`config.mk`:
```
export PLATFORM = sky130hd
export DESIGN_NAME = id_ex_stage
export DESIGN_NICKNAME = d
export VERILOG_FILES = /design/src/rtl/riscv_pkg.sv /design/src/rtl/load_use_detect.sv /design/src/rtl/id_ex_stage.sv
export SDC_FILE = /design/constraint.sdc
export NUM_CORES = 1
export LEC_CHECK = 0
export ABC_AREA = 0
export ABC_CLOCK_PERIOD_IN_PS = 7370
export CORE_UTILIZATION = 40
export DETAILED_ROUTE_END_ITERATION = 16
export PLACE_DENSITY_LB_ADDON = 0.12
export SYNTH_ARGS = -nofsm -noshare
export SYNTH_HDL_FRONTEND = slang
export SYNTH_SLANG_ARGS = --single-unit
```
`constraint.sdc`:
```
create_clock -name clk -period 7.37 [get_ports clk]
set_input_delay 1.1055 -clock clk [delete_from_list [all_inputs] [get_ports clk]]
set_output_delay 1.1055 -clock clk [all_outputs]
set_load 0.02 [all_outputs]
```
`src/rtl/riscv_pkg.sv`:
```
// Shared pipeline definitions: control bundle layout, ALU op encodings and
// the small helpers used by the ID/EX stage.
package riscv_pkg;

  localparam int CTRL_W = 9;

  // Bit positions inside {jump, aluop[1:0], alusrc, branch, memtoreg, memwrite, memread, regwrite}
  localparam int CTRL_REGWRITE = 0;
  localparam int CTRL_MEMREAD  = 1;
  localparam int CTRL_MEMWRITE = 2;
  localparam int CTRL_MEMTOREG = 3;
  localparam int CTRL_BRANCH   = 4;
  localparam int CTRL_ALUSRC   = 5;
  localparam int CTRL_ALUOP_LO = 6;
  localparam int CTRL_ALUOP_HI = 7;
  localparam int CTRL_JUMP     = 8;

  localparam logic [1:0] ALUOP_ADD    = 2'b00;
  localparam logic [1:0] ALUOP_BRANCH = 2'b01;
  localparam logic [1:0] ALUOP_RTYPE  = 2'b10;
  localparam logic [1:0] ALUOP_ITYPE  = 2'b11;

  localparam logic [4:0] REG_ZERO = 5'd0;

  localparam int          BUBBLE_CNT_W   = 16;
  localparam logic [15:0] BUBBLE_CNT_MAX = 16'hFFFF;

  // EX register occupancy; VALID means the register carries a real instruction.
  typedef enum logic {
    OCC_EMPTY = 1'b0,
    OCC_VALID = 1'b1
  } occ_state_e;

  // What the EX register does on the coming edge, highest priority first.
  typedef enum logic [1:0] {
    ACT_FLUSH  = 2'd0,
    ACT_HOLD   = 2'd1,
    ACT_BUBBLE = 2'd2,
    ACT_LOAD   = 2'd3
  } ex_action_e;

  function automatic logic [BUBBLE_CNT_W-1:0] sat_inc(input logic [BUBBLE_CNT_W-1:0] v);
    return (v == BUBBLE_CNT_MAX) ? v : v + 16'd1;
  endfunction

endpackage

```
`src/rtl/load_use_detect.sv`:
```
// Combinational load-use compare: the instruction in ID reads a register that
// the load currently in EX has not yet produced.
module load_use_detect
  import riscv_pkg::*;
(
  input  logic       id_valid_i,
  input  logic       id_uses_rs1_i,
  input  logic       id_uses_rs2_i,
  input  logic [4:0] id_rs1_i,
  input  logic [4:0] id_rs2_i,
  input  logic       ex_valid_i,
  input  logic       ex_memread_i,
  input  logic [4:0] ex_rd_i,
  output logic       hazard_o
);

  logic rs1_match;
  logic rs2_match;
  logic ex_is_load;

  assign ex_is_load = ex_valid_i & ex_memread_i & (ex_rd_i != REG_ZERO);
  assign rs1_match  = id_uses_rs1_i & (id_rs1_i == ex_rd_i);
  assign rs2_match  = id_uses_rs2_i & (id_rs2_i == ex_rd_i);
  assign hazard_o   = id_valid_i & ex_is_load & (rs1_match | rs2_match);

endmodule

```
`src/rtl/id_ex_stage.sv`:
```
// ID/EX pipeline register with load-use bubble insertion, flush, hold and a
// saturating bubble counter.
module id_ex_stage
  import riscv_pkg::*;
#(
  parameter int XLEN = 32
) (
  input  logic              clk,
  input  logic              rst,
  input  logic              id_valid,
  input  logic [XLEN-1:0]   id_pc,
  input  logic [XLEN-1:0]   id_rs1_data,
  input  logic [XLEN-1:0]   id_rs2_data,
  input  logic [XLEN-1:0]   id_imm,
  input  logic [4:0]        id_rs1,
  input  logic [4:0]        id_rs2,
  input  logic [4:0]        id_rd,
  input  logic              id_uses_rs1,
  input  logic              id_uses_rs2,
  input  logic [CTRL_W-1:0] id_ctrl,
  input  logic              flush,
  input  logic              ex_hold,
  output logic              ex_valid,
  output logic [XLEN-1:0]   ex_pc,
  output logic [XLEN-1:0]   ex_rs1_data,
  output logic [XLEN-1:0]   ex_rs2_data,
  output logic [XLEN-1:0]   ex_imm,
  output logic [4:0]        ex_rs1,
  output logic [4:0]        ex_rs2,
  output logic [4:0]        ex_rd,
  output logic [CTRL_W-1:0] ex_ctrl,
  output logic              stall_id,
  output logic [15:0]       bubble_cnt
);

  occ_state_e        occ_state_q, occ_state_d;
  ex_action_e        action;
  logic              hazard;

  logic [XLEN-1:0]   ex_pc_q, ex_pc_d;
  logic [XLEN-1:0]   ex_rs1_data_q, ex_rs1_data_d;
  logic [XLEN-1:0]   ex_rs2_data_q, ex_rs2_data_d;
  logic [XLEN-1:0]   ex_imm_q, ex_imm_d;
  logic [4:0]        ex_rs1_q, ex_rs1_d;
  logic [4:0]        ex_rs2_q, ex_rs2_d;
  logic [4:0]        ex_rd_q, ex_rd_d;
  logic [CTRL_W-1:0] ex_ctrl_q, ex_ctrl_d;
  logic [15:0]       bubble_cnt_q, bubble_cnt_d;

  load_use_detect u_load_use_detect (
    .id_valid_i    (id_valid),
    .id_uses_rs1_i (id_uses_rs1),
    .id_uses_rs2_i (id_uses_rs2),
    .id_rs1_i      (id_rs1),
    .id_rs2_i      (id_rs2),
    .ex_valid_i    (ex_valid),
    .ex_memread_i  (ex_ctrl_q[CTRL_MEMREAD]),
    .ex_rd_i       (ex_rd_q),
    .hazard_o      (hazard)
  );

  always_comb begin
    action = ACT_LOAD;
    if (flush) begin
      action = ACT_FLUSH;
    end else if (ex_hold) begin
      action = ACT_HOLD;
    end else if (hazard) begin
      action = ACT_BUBBLE;
    end
  end

  // Flush and bubble both empty the slot; ctrl and rd are cleared so nothing
  // downstream writes and the forwarding compare sees no producer.
  always_comb begin
    occ_state_d   = occ_state_q;
    ex_pc_d       = ex_pc_q;
    ex_rs1_data_d = ex_rs1_data_q;
    ex_rs2_data_d = ex_rs2_data_q;
    ex_imm_d      = ex_imm_q;
    ex_rs1_d      = ex_rs1_q;
    ex_rs2_d      = ex_rs2_q;
    ex_rd_d       = ex_rd_q;
    ex_ctrl_d     = ex_ctrl_q;
    bubble_cnt_d  = bubble_cnt_q;
    case (action)
      ACT_FLUSH: begin
        occ_state_d = OCC_EMPTY;
        ex_ctrl_d   = '0;
        ex_rd_d     = REG_ZERO;
      end
      ACT_HOLD: begin
      end
      ACT_BUBBLE: begin
        occ_state_d  = OCC_EMPTY;
        ex_ctrl_d    = '0;
        ex_rd_d      = REG_ZERO;
        bubble_cnt_d = sat_inc(bubble_cnt_q);
      end
      default: begin
        occ_state_d   = id_valid ? OCC_VALID : OCC_EMPTY;
        ex_pc_d       = id_pc;
        ex_rs1_data_d = id_rs1_data;
        ex_rs2_data_d = id_rs2_data;
        ex_imm_d      = id_imm;
        ex_rs1_d      = id_rs1;
        ex_rs2_d      = id_rs2;
        ex_rd_d       = id_rd;
        ex_ctrl_d     = id_valid ? id_ctrl : '0;
      end
    endcase
  end

  always_ff @(posedge clk or posedge rst) begin
    if (rst) begin
      occ_state_q   <= OCC_EMPTY;
      ex_pc_q       <= '0;
      ex_rs1_data_q <= '0;
      ex_rs2_data_q <= '0;
      ex_imm_q      <= '0;
      ex_rs1_q      <= '0;
      ex_rs2_q      <= '0;
      ex_rd_q       <= '0;
      ex_ctrl_q     <= '0;
      bubble_cnt_q  <= '0;
    end else begin
      occ_state_q   <= occ_state_d;
      ex_pc_q       <= ex_pc_d;
      ex_rs1_data_q <= ex_rs1_data_d;
      ex_rs2_data_q <= ex_rs2_data_d;
      ex_imm_q      <= ex_imm_d;
      ex_rs1_q      <= ex_rs1_d;
      ex_rs2_q      <= ex_rs2_d;
      ex_rd_q       <= ex_rd_d;
      ex_ctrl_q     <= ex_ctrl_d;
      bubble_cnt_q  <= bubble_cnt_d;
    end
  end

  assign ex_valid    = (occ_state_q == OCC_VALID);
  assign ex_pc       = ex_pc_q;
  assign ex_rs1_data = ex_rs1_data_q;
  assign ex_rs2_data = ex_rs2_data_q;
  assign ex_imm      = ex_imm_q;
  assign ex_rs1      = ex_rs1_q;
  assign ex_rs2      = ex_rs2_q;
  assign ex_rd       = ex_rd_q;
  assign ex_ctrl     = ex_ctrl_q;
  assign bubble_cnt  = bubble_cnt_q;

  // A flush redirects fetch anyway, so it overrides any stall request.
  assign stall_id = !rst & !flush & (ex_hold | hazard);

endmodule

```
Word level (Yosys, flattened, before mapping)

Cells that the tools add are included.

Register bits: 169
Input bits: 159
Output and inout port bits: 170
Logic and storage cells: 42

$add $sub $neg: 1
Eq/ne operators: 5
Muxes and demuxes: 8
Bitwise gates (word level): 11
Reductions and logical operators: 7

Operators by type and width:

| kind                    | number |
|---|---|
| $pmux W9 S2             | 1 |
| $add A16 B1 Y16 const B | 1 |
| $eq A16 B16 Y1 const B  | 1 |
| $eq A5 B5 Y1            | 2 |
| $pmux W5 S2             | 1 |
| $mux W9                 | 1 |
| $and A1 B1 Y1           | 8 |
| $reduce_bool A5 Y1      | 1 |
| $mux W2                 | 2 |
| $reduce_or A3 Y1        | 1 |
| $eq A2 B1 Y1 const B    | 1 |
| $eq A2 B2 Y1 const B    | 1 |
| $logic_not A1 Y1        | 2 |
| $logic_not A2 Y1        | 1 |
| $mux W1                 | 2 |
| $or A1 B1 Y1            | 2 |
| $pmux W1 S2             | 1 |
| $reduce_and A2 Y1       | 1 |
| $reduce_or A2 Y1        | 1 |
| $not A1 Y1              | 1 |

Longest topological paths before layout

Gate-level depths: netlist of run 1.

Word-level depth: 10
Gate-level depth with buffers: 7
Gate-level depth less buffers: 6

By module

Synthesis of run 1 repeated with hierarchy kept, for this count alone.

Cell total of the unflattened synthesis: 425
Area total of the unflattened synthesis: 6562.5 µm²

By module, submodules not included:

| module          | times used | cells each | area an instance (µm²) |
|---|---|---|---|
| id_ex_stage     | 1          | 408        | 6431.2 |
| load_use_detect | 1          | 17         | 131.4 |

Worst setup path before layout of run 1

No wires, ideal clock.

Kind: input to output
Start: input id_rs1[1]
End: output stall_id
Arrival: 2502 ps
Data required time: 6265 ps
Path slack: 3763 ps
Stages: 6
Buffers on the path: 1
Path through: xnor2_1 -> nand4_1 -> o22ai_2 -> clkbuf_1 -> a21oi_1 -> nor3_1

Word-level cells in the longest chain between the ends: 6

RTL lines:

| what            | line                  | RTL |
|---|---|---|
| start, declared | id_ex_stage.sv:15     | `input logic [4:0] id_rs1,` |
| $eq A5 B5 Y1    | load_use_detect.sv:22 | `assign rs1_match = id_uses_rs1_i & (id_rs1_i == ex_rd_i);` |
| $and A1 B1 Y1   | load_use_detect.sv:22 |  |
| $or A1 B1 Y1    | load_use_detect.sv:24 | `assign hazard_o = id_valid_i & ex_is_load & (rs1_match \| rs2_match);` |
| $and A1 B1 Y1   | load_use_detect.sv:24 |  |
| $or A1 B1 Y1    | id_ex_stage.sv:152    | `assign stall_id = !rst & !flush & (ex_hold \| hazard);` |
| $and A1 B1 Y1   | id_ex_stage.sv:152    |  |
| end, declared   | id_ex_stage.sv:32     | `output logic stall_id,` |

Every way passes these cells.

Worst setup path in the final report of run 1

Same ends and word-level chain as after synthesis.

==> results.sh, run 1 <==
export IMPL_final_hold_viol_count=0
export IMPL_wl_per_cell_um=19.22
export IMPL_worstReg2RegEnd="ex_rs2[3]$_DFFE_PP0N_"
export IMPL_htree_levels=4
export IMPL_hold_buffers=0
export IMPL_worst_slack_ps=2707
export IMPL_synth_edf_count=0
export IMPL_core_area_um2=17360
export IMPL_clkSinkCount=169
export IMPL_yosys_area_top_type_share_pct=59.22
export IMPL_synth_top_cell_by_area="dfrtp_1"
export IMPL_grt_max_degree=112
export IMPL_port_buffers=328
export IMPL_antenna_cells=0
export IMPL_vias=4845
export IMPL_chipWidth_um=135.6
export IMPL_setup_tns_ps=0
export IMPL_ys_async_sr_fraction_pct=100.0
export IMPL_wl_um=19170
export IMPL_gp_congestion=0.7871
export IMPL_max_vdd_ir_drop_uv=163.4
export IMPL_io_pins=329
export IMPL_initial_core_util_pct=41.15
export IMPL_slew_violations=0
export IMPL_rsz0062_at_grt="no"
export IMPL_avgSynthCellArea_um2=16.61
export IMPL_ctsResizeCount=0
export IMPL_tightest_slew_ps=1132
export IMPL_crit_slowest_cell="clkdlybuf4s50_1"
export IMPL_status="finished clean"
export IMPL_start_kind="input pin"
export IMPL_hp_start="ex_rs1[3]$_DFFE_PP0N_"
export IMPL_fin_crit_ps=4663
export IMPL_slowest_delay_ps=650
export IMPL_max_cap_viol_count=0
export IMPL_clk_pin_slew_ps=60
export IMPL_dieArea_um2=18390
export IMPL_syn_area_um2=7142
export IMPL_hold_depth=1
export IMPL_grt_usage_pct=21.25
export IMPL_worst_ep_arrival_time_ps=3560
export IMPL_synthTopCellsByArea="dfrtp_1, mux2_4, xnor2_1"
export IMPL_end_kind="output port"
export IMPL_yosys_warnings=0
export IMPL_holdWs_ps=500.8
export IMPL_vias_per_cell=4.860
export IMPL_clock_skew_ps=11.03
export IMPL_grt_pass1_vias=5252
export IMPL_cp_max_fo=18
export IMPL_clk_latency_ps=430
export IMPL_ant_nets=0
export IMPL_clock_fmax_ghz=0.2144
export IMPL_post_place_ws_ps=2678
export IMPL_drt_initial_drc_count=197
export IMPL_setup_viol=0
export IMPL_critical_path_class="in2out"
export IMPL_relSlewSlack_pct=24.55
export IMPL_power_density_nw_per_um2=248.1
export IMPL_grt_overflow_total=0
export IMPL_clockBufferDepth=2
export IMPL_cts_tree="yes"
export IMPL_drc=0
export IMPL_path_cells="clkdlybuf4s50_1, xnor2_1, nand4_1, o22ai_2, a21oi_1, nor3_1, clkdlybuf4s50_1"
export IMPL_worst_r2r_cell_count=6
export IMPL_cts_setup_buffers=0
export IMPL_die_h_um=135.6
export IMPL_syn_nets=590
export IMPL_r2r_slack_ps=3850
export IMPL_drive_above_1_share_pct=22.80
export IMPL_clk_root_buffer_cell="clkbuf_16"
export IMPL_final_nets=920
export IMPL_hp_class="reg2reg"
export IMPL_grt_first_pass_wirelength_um=29410
export IMPL_ys_seq_elements=169
export IMPL_min_to="ex_rs1[3]$_DFFE_PP0N_"
export IMPL_synth_main_ff_cell="dfrtp_1"
export IMPL_cp_common_cell="clkdlybuf4s50_1"
export IMPL_drtPass1Iterations=4
export IMPL_hpwlAfterDp_um=13970
export IMPL_ys_types=29
export IMPL_grt_antenna_before_repair=0
export IMPL_finalCritPeriodShare_pct=63.27
export IMPL_rows=48
export IMPL_leakage_nw=4.940
export IMPL_area_growth_pct=56.38
export IMPL_synthCells=430
export IMPL_numCtsBuffers=17
export IMPL_r2r_start="ex_rd[1]$_DFFE_PP0P_"
export IMPL_fill_cells=1247
export IMPL_required_ps=6260
export IMPL_ys_seq_area_share_pct=59.22
report_power, final:
part | switching [mW] | internal (mW)
Sequential | 0.0692 | 1.04
Combinational | 0.304 | 0.424
Clock | 0.364 | 0.566
Total | 0.737 | 2.03
critical path, delay by kind of cell:
family,cells,cell delay (ps)
AO/OA/AOI/OAI,2,770
XOR/XNOR,1,150
buffers and inverters,2,1170
AND/OR/NAND/NOR,2,360
per-layer routing:
layer	GRT usage [%]	wire length (um)	share of wire (%)	vias to the layer above
met5	0	0	0	-
met4	7.678	416	2.2	0
met3	8.043	1653	8.6	31
met2	35.86	9733	51	220
met1	24.46	7360	38	2392
li1	-	-	-	2202
stage by stage:
step	area [um2]	instances	total power [mW]	utilization (%)
4_1_cts	11170	997	2.801	64.35
3_3_place_gp	10560	966	1.848	60.83
6_report	11170	997	2.771	64.35
2_1_floorplan	7142	430	1.486	-
5_1_grt	11170	997	2.880	64.35
3_5_place_dp	10560	966	1.861	60.83
kinds of logic after synthesis:
logic type	share of synthesized area, %
DFF	59.22
muxes	28.22
and+or+nand+nor	4.012
xor gates and xnor gates	3.066
buffers and inverters	2.715
AOI/OAI and AO/OA	2.593
adders and majority gates	0.1752
cell usage after synthesis (all sizes together), types with 2 or more instances:
| cell | instances |
|---|---|
| nor3 | 4 |
| nand2 | 8 |
| xnor2 | 25 |
| a32o | 9 |
| clkbuf | 4 |
| nand4 | 14 |
| nor2 | 5 |
| and3 | 4 |
| nor4 | 4 |
| a21oi | 2 |
| buf | 17 |
| nand3 | 8 |
| dfrtp | 169 |
| mux2 | 139 |
| or2 | 2 |
| a22o | 6 |
worst max path at each step:
stage | from | depth (start not counted) | slack (ps) | end
2_1_floorplan | rst | 1 | 1690 | bubble_cnt[0]$_DFFE_PP0P_
3_3_place_gp | id_rs1[1] | 7 | 2750 | stall_id
3_5_place_dp | id_rs1[1] | 7 | 2680 | stall_id
4_1_cts | id_rs1[1] | 7 | 2690 | stall_id
5_1_grt | id_rs1[1] | 7 | 2490 | stall_id
6_report | id_rs1[1] | 7 | 2710 | stall_id
cell type report:
cell class	count	area [um2]	area share [%]
Sequential cell	169	4229	37.87
Timing Repair Buffer	332	3313	29.67
Inverter	1	8.758	0.07842
Clock inverter	11	172.7	1.546
Multi-Input combinational cell	239	2726	24.41
Tap cell	225	281.5	2.521
Clock buffer	20	436.7	3.910
layout by cell type (no fill, tap or decap), drive strengths merged, types with 2 or more instances in the layout:
cell type and n:
inv 2, clkbuf 20, and3 4, clkdlybuf4s50 328, clkinvlp 4, nor3 4, mux2 139, nand4 14
a21oi 2, nand2 8, nor4 4, a32o 9, or2 2, nor2 5, buf 4, bufinv 4
clkinv 2, a22o 6, nand3 8, xnor2 25, dfrtp 169
registers in the layout, indices dropped and copies added (netlist names), 5 cells and up:
name         count
ex_rs2           5
ex_pc           32
ex_rs1           5
ex_rd            5
bubble_cnt      16
ex_rs2_data     32
ex_ctrl          9
ex_imm          32
ex_rs1_data     32
Note: power is estimated with default switching activity, not from simulation.
==> run 2, diff against run 1 <==
ABC_CLOCK_PERIOD_IN_PS = 4500   (was 7370)
clock period = 4.5 ns   (was 7.37 ns; I/O delays follow)
==> results.sh, run 2 (same netlist as run 1, synthesis figures left out) <==
export IMPL_status="finished clean"
export IMPL_grt_antenna_before_repair=0
export IMPL_p_seq_share_pct=40.9
export IMPL_numCtsBuffers=17
export IMPL_start_kind="input pin"
export IMPL_max_vdd_ir_drop_uv=259.5
export IMPL_finalCritPeriodShare_pct=83.57
export IMPL_path_cells="clkdlybuf4s50_1, xnor2_1, nand4_1, o22ai_2, a21oi_1, nor3_1, clkdlybuf4s50_1"
export IMPL_grt_usage_pct=20.61
export IMPL_cp_max_fo=18
export IMPL_clk_latency_ps=420
export IMPL_port_buffers=328
export IMPL_final_nets=925
export IMPL_placed_cell_area_um2=10660
export IMPL_end_kind="output port"
export IMPL_cts_tree="yes"
export IMPL_slowest_delay_ps=650
export IMPL_clk_root_buffer_cell="clkbuf_16"
export IMPL_clkPwrFrac_pct=32.2
export IMPL_required_ps=3830
export IMPL_comb_power_share_pct=26.9
export IMPL_area_growth_pct=57.32
export IMPL_hold_buffers=0
export IMPL_setup_tns_ps=0
export IMPL_grt_overflow_total=0
export IMPL_antenna_cells=0
export IMPL_clkSinkCount=169
export IMPL_initial_core_util_pct=41.15
export IMPL_fin_crit_ps=3760
export IMPL_vias_per_cell=4.849
export IMPL_tightest_slew_ps=1204
export IMPL_drc=0
export IMPL_hpwlAfterDp_um=14000
export IMPL_dieArea_um2=18390
export IMPL_drt_initial_drc_count=174
export IMPL_worst_ep_arrival_time_ps=3090
export IMPL_max_cap_viol_count=0
export IMPL_rsz0062_at_grt="no"
export IMPL_drive_above_1_share_pct=23.78
export IMPL_wl_per_cell_um=18.96
export IMPL_switching_power_mw=1.251
export IMPL_ant_nets=0
export IMPL_cts_setup_buffers=0
export IMPL_rows=48
export IMPL_vias=4864
export IMPL_io_pins=329
export IMPL_internal_power_mw=3.202
export IMPL_final_common_cell="clkdlybuf4s50_1"
export IMPL_ctsResizeCount=0
export IMPL_power_density_nw_per_um2=396.3
export IMPL_slew_violations=0
export IMPL_clk_pin_slew_ps=70
export IMPL_relSlewSlack_pct=19.71
export IMPL_final_cell_mix="clkdlybuf4s50_1, dfrtp_1, mux2_4"
export IMPL_final_hold_viol_count=0
export IMPL_final_area_um2=11240
export IMPL_leakage_nw=4.983
export IMPL_grt_max_degree=69
export IMPL_grt_first_pass_wirelength_um=28530
export IMPL_crit_slowest_cell="clkdlybuf4s50_1"
export IMPL_drtPass1Iterations=4
export IMPL_grt_pass1_vias=5151
export IMPL_clock_fmax_ghz=0.2659
export IMPL_clockBufferDepth=2
export IMPL_cp_common_cell="clkdlybuf4s50_1"
export IMPL_chipWidth_um=135.6
export IMPL_hp_class="reg2reg"
export IMPL_gp_congestion=0.8017
export IMPL_critical_path_class="in2out"
export IMPL_htree_levels=4
export IMPL_die_h_um=135.6
export IMPL_setup_viol=0
export IMPL_wl_um=19020
export IMPL_switching_share_pct=28.09
export IMPL_core_area_um2=17360
export IMPL_clock_skew_ps=13.62
run 2: cell count changes in the layout (fill, tap and decap cells not counted):
cell,previous run,this run
buf_12,0,5
bufinv_16,4,1
clkbuf_1,3,0
clkinv_4,1,4
inv_8,0,2
clkbuf_8,0,1
clkinv_2,1,2
clkinvlp_4,4,3
inv_6,2,3
run 2: path summary, 6_finish.rpt:
check / slack, ps / cells after the start / to / start
worst max-delay path: 740 / 7 / stall_id / id_rs1[3]
worst min register to register: 500 / 1 / ex_ctrl[7]$_DFFE_PP0P_ / ex_ctrl[7]$_DFFE_PP0P_
worst max register to register: 1470 / 6 / ex_imm[0]$_DFFE_PP0N_ / ex_rd[1]$_DFFE_PP0P_
min in group asynchronous: 890 / 2 / ex_ctrl[4]$_DFFE_PP0P_ / rst
worst min-delay path: 500 / 1 / ex_ctrl[7]$_DFFE_PP0P_ / ex_ctrl[7]$_DFFE_PP0P_
max in group asynchronous: 2710 / 3 / bubble_cnt[3]$_DFFE_PP0P_ / rst
run 2: routing by layer:
| layer | track usage [%] | routed length [um] | vias up |
|---|---|---|---|
| met2 | 33.73 | 9356 | 235 |
| li1 | - | - | 2215 |
| met1 | 24.81 | 7467 | 2376 |
| met4 | 9.551 | 601 | 0 |
| met3 | 6.248 | 1591 | 38 |
| met5 | 0 | 0 | - |
run 2: area by class of cell:
type / count / area, um2
Timing Repair Buffer: 337 / 3413
Clock inverter: 14 / 138.9
Clock buffer: 18 / 439.2
Tap cell: 225 / 281.5
Multi-Input combinational cell: 239 / 2726
Inverter: 1 / 7.507
Fill cell: 1308 / 6121
Sequential cell: 169 / 4229
run 2: critical path, delay by kind of cell:
| family | cells | cell delay (ps) |
|---|---|---|
| and+or+nand+nor | 2 | 330 |
| AOI/OAI and AO/OA | 2 | 760 |
| buffers and inverters | 2 | 1170 |
| xor gates and xnor gates | 1 | 140 |
run 2: per-stage QoR:
| stage | total power, mW | utilization [%] | worst slack, ps | std cells | hold slack, ps |
|---|---|---|---|---|---|
| 3_5_place_dp | 3.052 | 61.40 | 770.4 | 971 | 488.2 |
| 6_report | 4.453 | 64.73 | 739.5 | 1003 | 503.0 |
| 2_1_floorplan | 2.434 | - | 1670 | 430 | 480.5 |
| 5_1_grt | 4.634 | 64.73 | 602.0 | 1003 | 519.0 |
| 4_1_cts | 4.505 | 64.73 | 763.4 | 1003 | 507.1 |
| 3_3_place_gp | 3.032 | 61.40 | 767.3 | 971 | 477.7 |
run 2: power groups by stage:
| stage | clock network, mW | logic, mW | registers, mW |
|---|---|---|---|
| final | 1.43 | 1.20 | 1.82 |
| after global placement | 0 | 1.20 | 1.84 |
| after detailed placement | 0 | 1.21 | 1.85 |
| after CTS | 1.47 | 1.21 | 1.82 |
| after global routing | 1.53 | 1.26 | 1.84 |
| after floorplan | 0 | 0.360 | 2.07 |
==> run 3, diff against run 2 <==
ABC_CLOCK_PERIOD_IN_PS = 3800   (was 4500)
clock period = 3.8 ns   (was 4.5 ns; I/O delays follow)
==> results.sh, run 3 (same netlist as run 1, synthesis figures left out) <==
export IMPL_hpwlAfterDp_um=13960
export IMPL_chipWidth_um=135.6
export IMPL_max_vdd_ir_drop_uv=305.6
export IMPL_p_seq_share_pct=40.3
export IMPL_grt_overflow_total=0
export IMPL_htree_levels=4
export IMPL_tightest_slew_ps=1028
export IMPL_cp_common_cell="clkdlybuf4s50_1"
export IMPL_start_kind="input pin"
export IMPL_core_area_um2=17360
export IMPL_vias_per_cell=4.840
export IMPL_grt_max_degree=53
export IMPL_io_pins=329
export IMPL_die_h_um=135.6
export IMPL_relSlewSlack_pct=31.34
export IMPL_fin_cells=1005
export IMPL_power_density_nw_per_um2=474.1
export IMPL_drc=0
export IMPL_initial_core_util_pct=41.15
export IMPL_finalCritPeriodShare_pct=82.67
export IMPL_finalCoreUtilization_pct=65.15
export IMPL_grt_pass1_vias=5157
export IMPL_use_met1_pct=24.55
export IMPL_wl_um=18840
export IMPL_clkPwrFrac_pct=33.2
export IMPL_critical_path_class="in2out"
export IMPL_clock_fmax_ghz=0.3183
export IMPL_drt_initial_drc_count=161
export IMPL_setup_viol=0
export IMPL_clk_root_buffer_cell="clkbuf_16"
export IMPL_clk_latency_ps=420
export IMPL_holdWs_ps=491.6
export IMPL_grt_usage_pct=20.37
export IMPL_clockBufferDepth=2
export IMPL_final_hold_viol_count=0
export IMPL_grt_first_pass_wirelength_um=28350
export IMPL_area_growth_pct=58.32
export IMPL_internal_power_mw=3.915
export IMPL_cp_max_fo=11
export IMPL_numCtsBuffers=17
export IMPL_wl_per_cell_um=18.75
export IMPL_hold_buffers=0
export IMPL_max_cap_viol_count=0
export IMPL_cts_setup_buffers=0
export IMPL_rsz0062_at_grt="no"
export IMPL_end_kind="output port"
export IMPL_post_place_ws_ps=632.4
export IMPL_vias=4864
export IMPL_cts_tree="yes"
export IMPL_path_cells="clkdlybuf4s50_1, and3_1, o21a_1, a21oi_1, nor3_1, clkdlybuf4s50_1"
export IMPL_gp_congestion=0.7915
export IMPL_ant_nets=0
export IMPL_use_met2_pct=32.68
export IMPL_clk_pin_slew_ps=60
export IMPL_switching_share_pct=26.98
export IMPL_grt_antenna_before_repair=0
export IMPL_switching_power_mw=1.446
export IMPL_clock_skew_ps=9.303
export IMPL_drtPass1Iterations=4
export IMPL_setup_tns_ps=0
export IMPL_use_met3_pct=6.771
export IMPL_leakage_nw=5.013
export IMPL_worst_slack_ps=658.5
export IMPL_final_nets=927
export IMPL_final_common_cell="clkdlybuf4s50_1"
export IMPL_rows=48
export IMPL_busiest_layer="met2"
export IMPL_antenna_cells=0
export IMPL_fin_crit_ps=3142
export IMPL_dieArea_um2=18390
export IMPL_required_ps=3230
export IMPL_crit_slowest_cell="clkdlybuf4s50_1"
export IMPL_final_cell_mix="clkdlybuf4s50_1, dfrtp_1, mux2_4"
export IMPL_slew_violations=0
export IMPL_comb_power_share_pct=26.6
export IMPL_hp_class="reg2reg"
export IMPL_drive_above_1_share_pct=23.97
export IMPL_port_buffers=328
export IMPL_dp_cells=973
export IMPL_clkSinkCount=169
export IMPL_slowest_delay_ps=690
export IMPL_worst_ep_arrival_time_ps=2570
export IMPL_status="finished clean"
export IMPL_ctsResizeCount=0
run 3: changes by cell type in the layout (fill, tap and decap cells not counted), sizes merged:
cell      change
clkinv        -2
buf           +2
bufinv        +2
inv           -2
clkinvlp      +2
run 3: worst paths after layout:
| path | startpoint | to | slack, ps | depth (start not counted) |
|---|---|---|---|---|
| worst max-delay path | id_valid | stall_id | 660 | 6 |
| min in group asynchronous | rst | ex_ctrl[5]$_DFFE_PP0P_ | 740 | 2 |
| max in group asynchronous | rst | ex_rs1_data[10]$_DFFE_PP0N_ | 2190 | 3 |
| worst max register to register | ex_rd[1]$_DFFE_PP0P_ | ex_rs2_data[26]$_DFFE_PP0N_ | 1200 | 7 |
| worst min-delay path | ex_ctrl[2]$_DFFE_PP0P_ | ex_ctrl[2]$_DFFE_PP0P_ | 490 | 1 |
| worst min register to register | ex_ctrl[2]$_DFFE_PP0P_ | ex_ctrl[2]$_DFFE_PP0P_ | 490 | 1 |
run 3: area by class of cell:
cell class	instances	area (um2)
fill	1254	6050
timing repair buffer	339	3453
tap	225	281.5
clock buffer	18	439.2
inverter	1	7.507
sequential	169	4229
clock inverter	14	170.2
multi-input combinational	239	2726
run 3: per-stage QoR:
step           power, mW  area, um2
3_3_place_gp       3.595      10700
3_5_place_dp       3.620      10700
5_1_grt            5.568      11310
6_report           5.361      11310
2_1_floorplan      2.882       7146
4_1_cts            5.426      11310
run 3: critical path, delay by kind of cell:
| kind | cells | cell delay [ps] |
|---|---|---|
| and+or+nand+nor | 2 | 360 |
| buffers and inverters | 2 | 1320 |
| AOI/OAI and AO/OA | 2 | 330 |
run 3: power groups by stage:
stage | sequential (mW) | combinational, mW | clock, mW
after floorplan | 2.46 | 0.427 | 0
after global placement | 2.17 | 1.42 | 0
after detailed placement | 2.19 | 1.43 | 0
after CTS | 2.16 | 1.44 | 1.82
after global routing | 2.18 | 1.49 | 1.89
final | 2.16 | 1.43 | 1.78
run 3: per-layer routing:
| metal | vias to the layer above | part of all wire [%] |
|---|---|---|
| met5 | - | 0 |
| met4 | 0 | 3.5 |
| met3 | 39 | 7.8 |
| met2 | 222 | 48 |
| met1 | 2389 | 41 |
| li1 | 2214 | - |
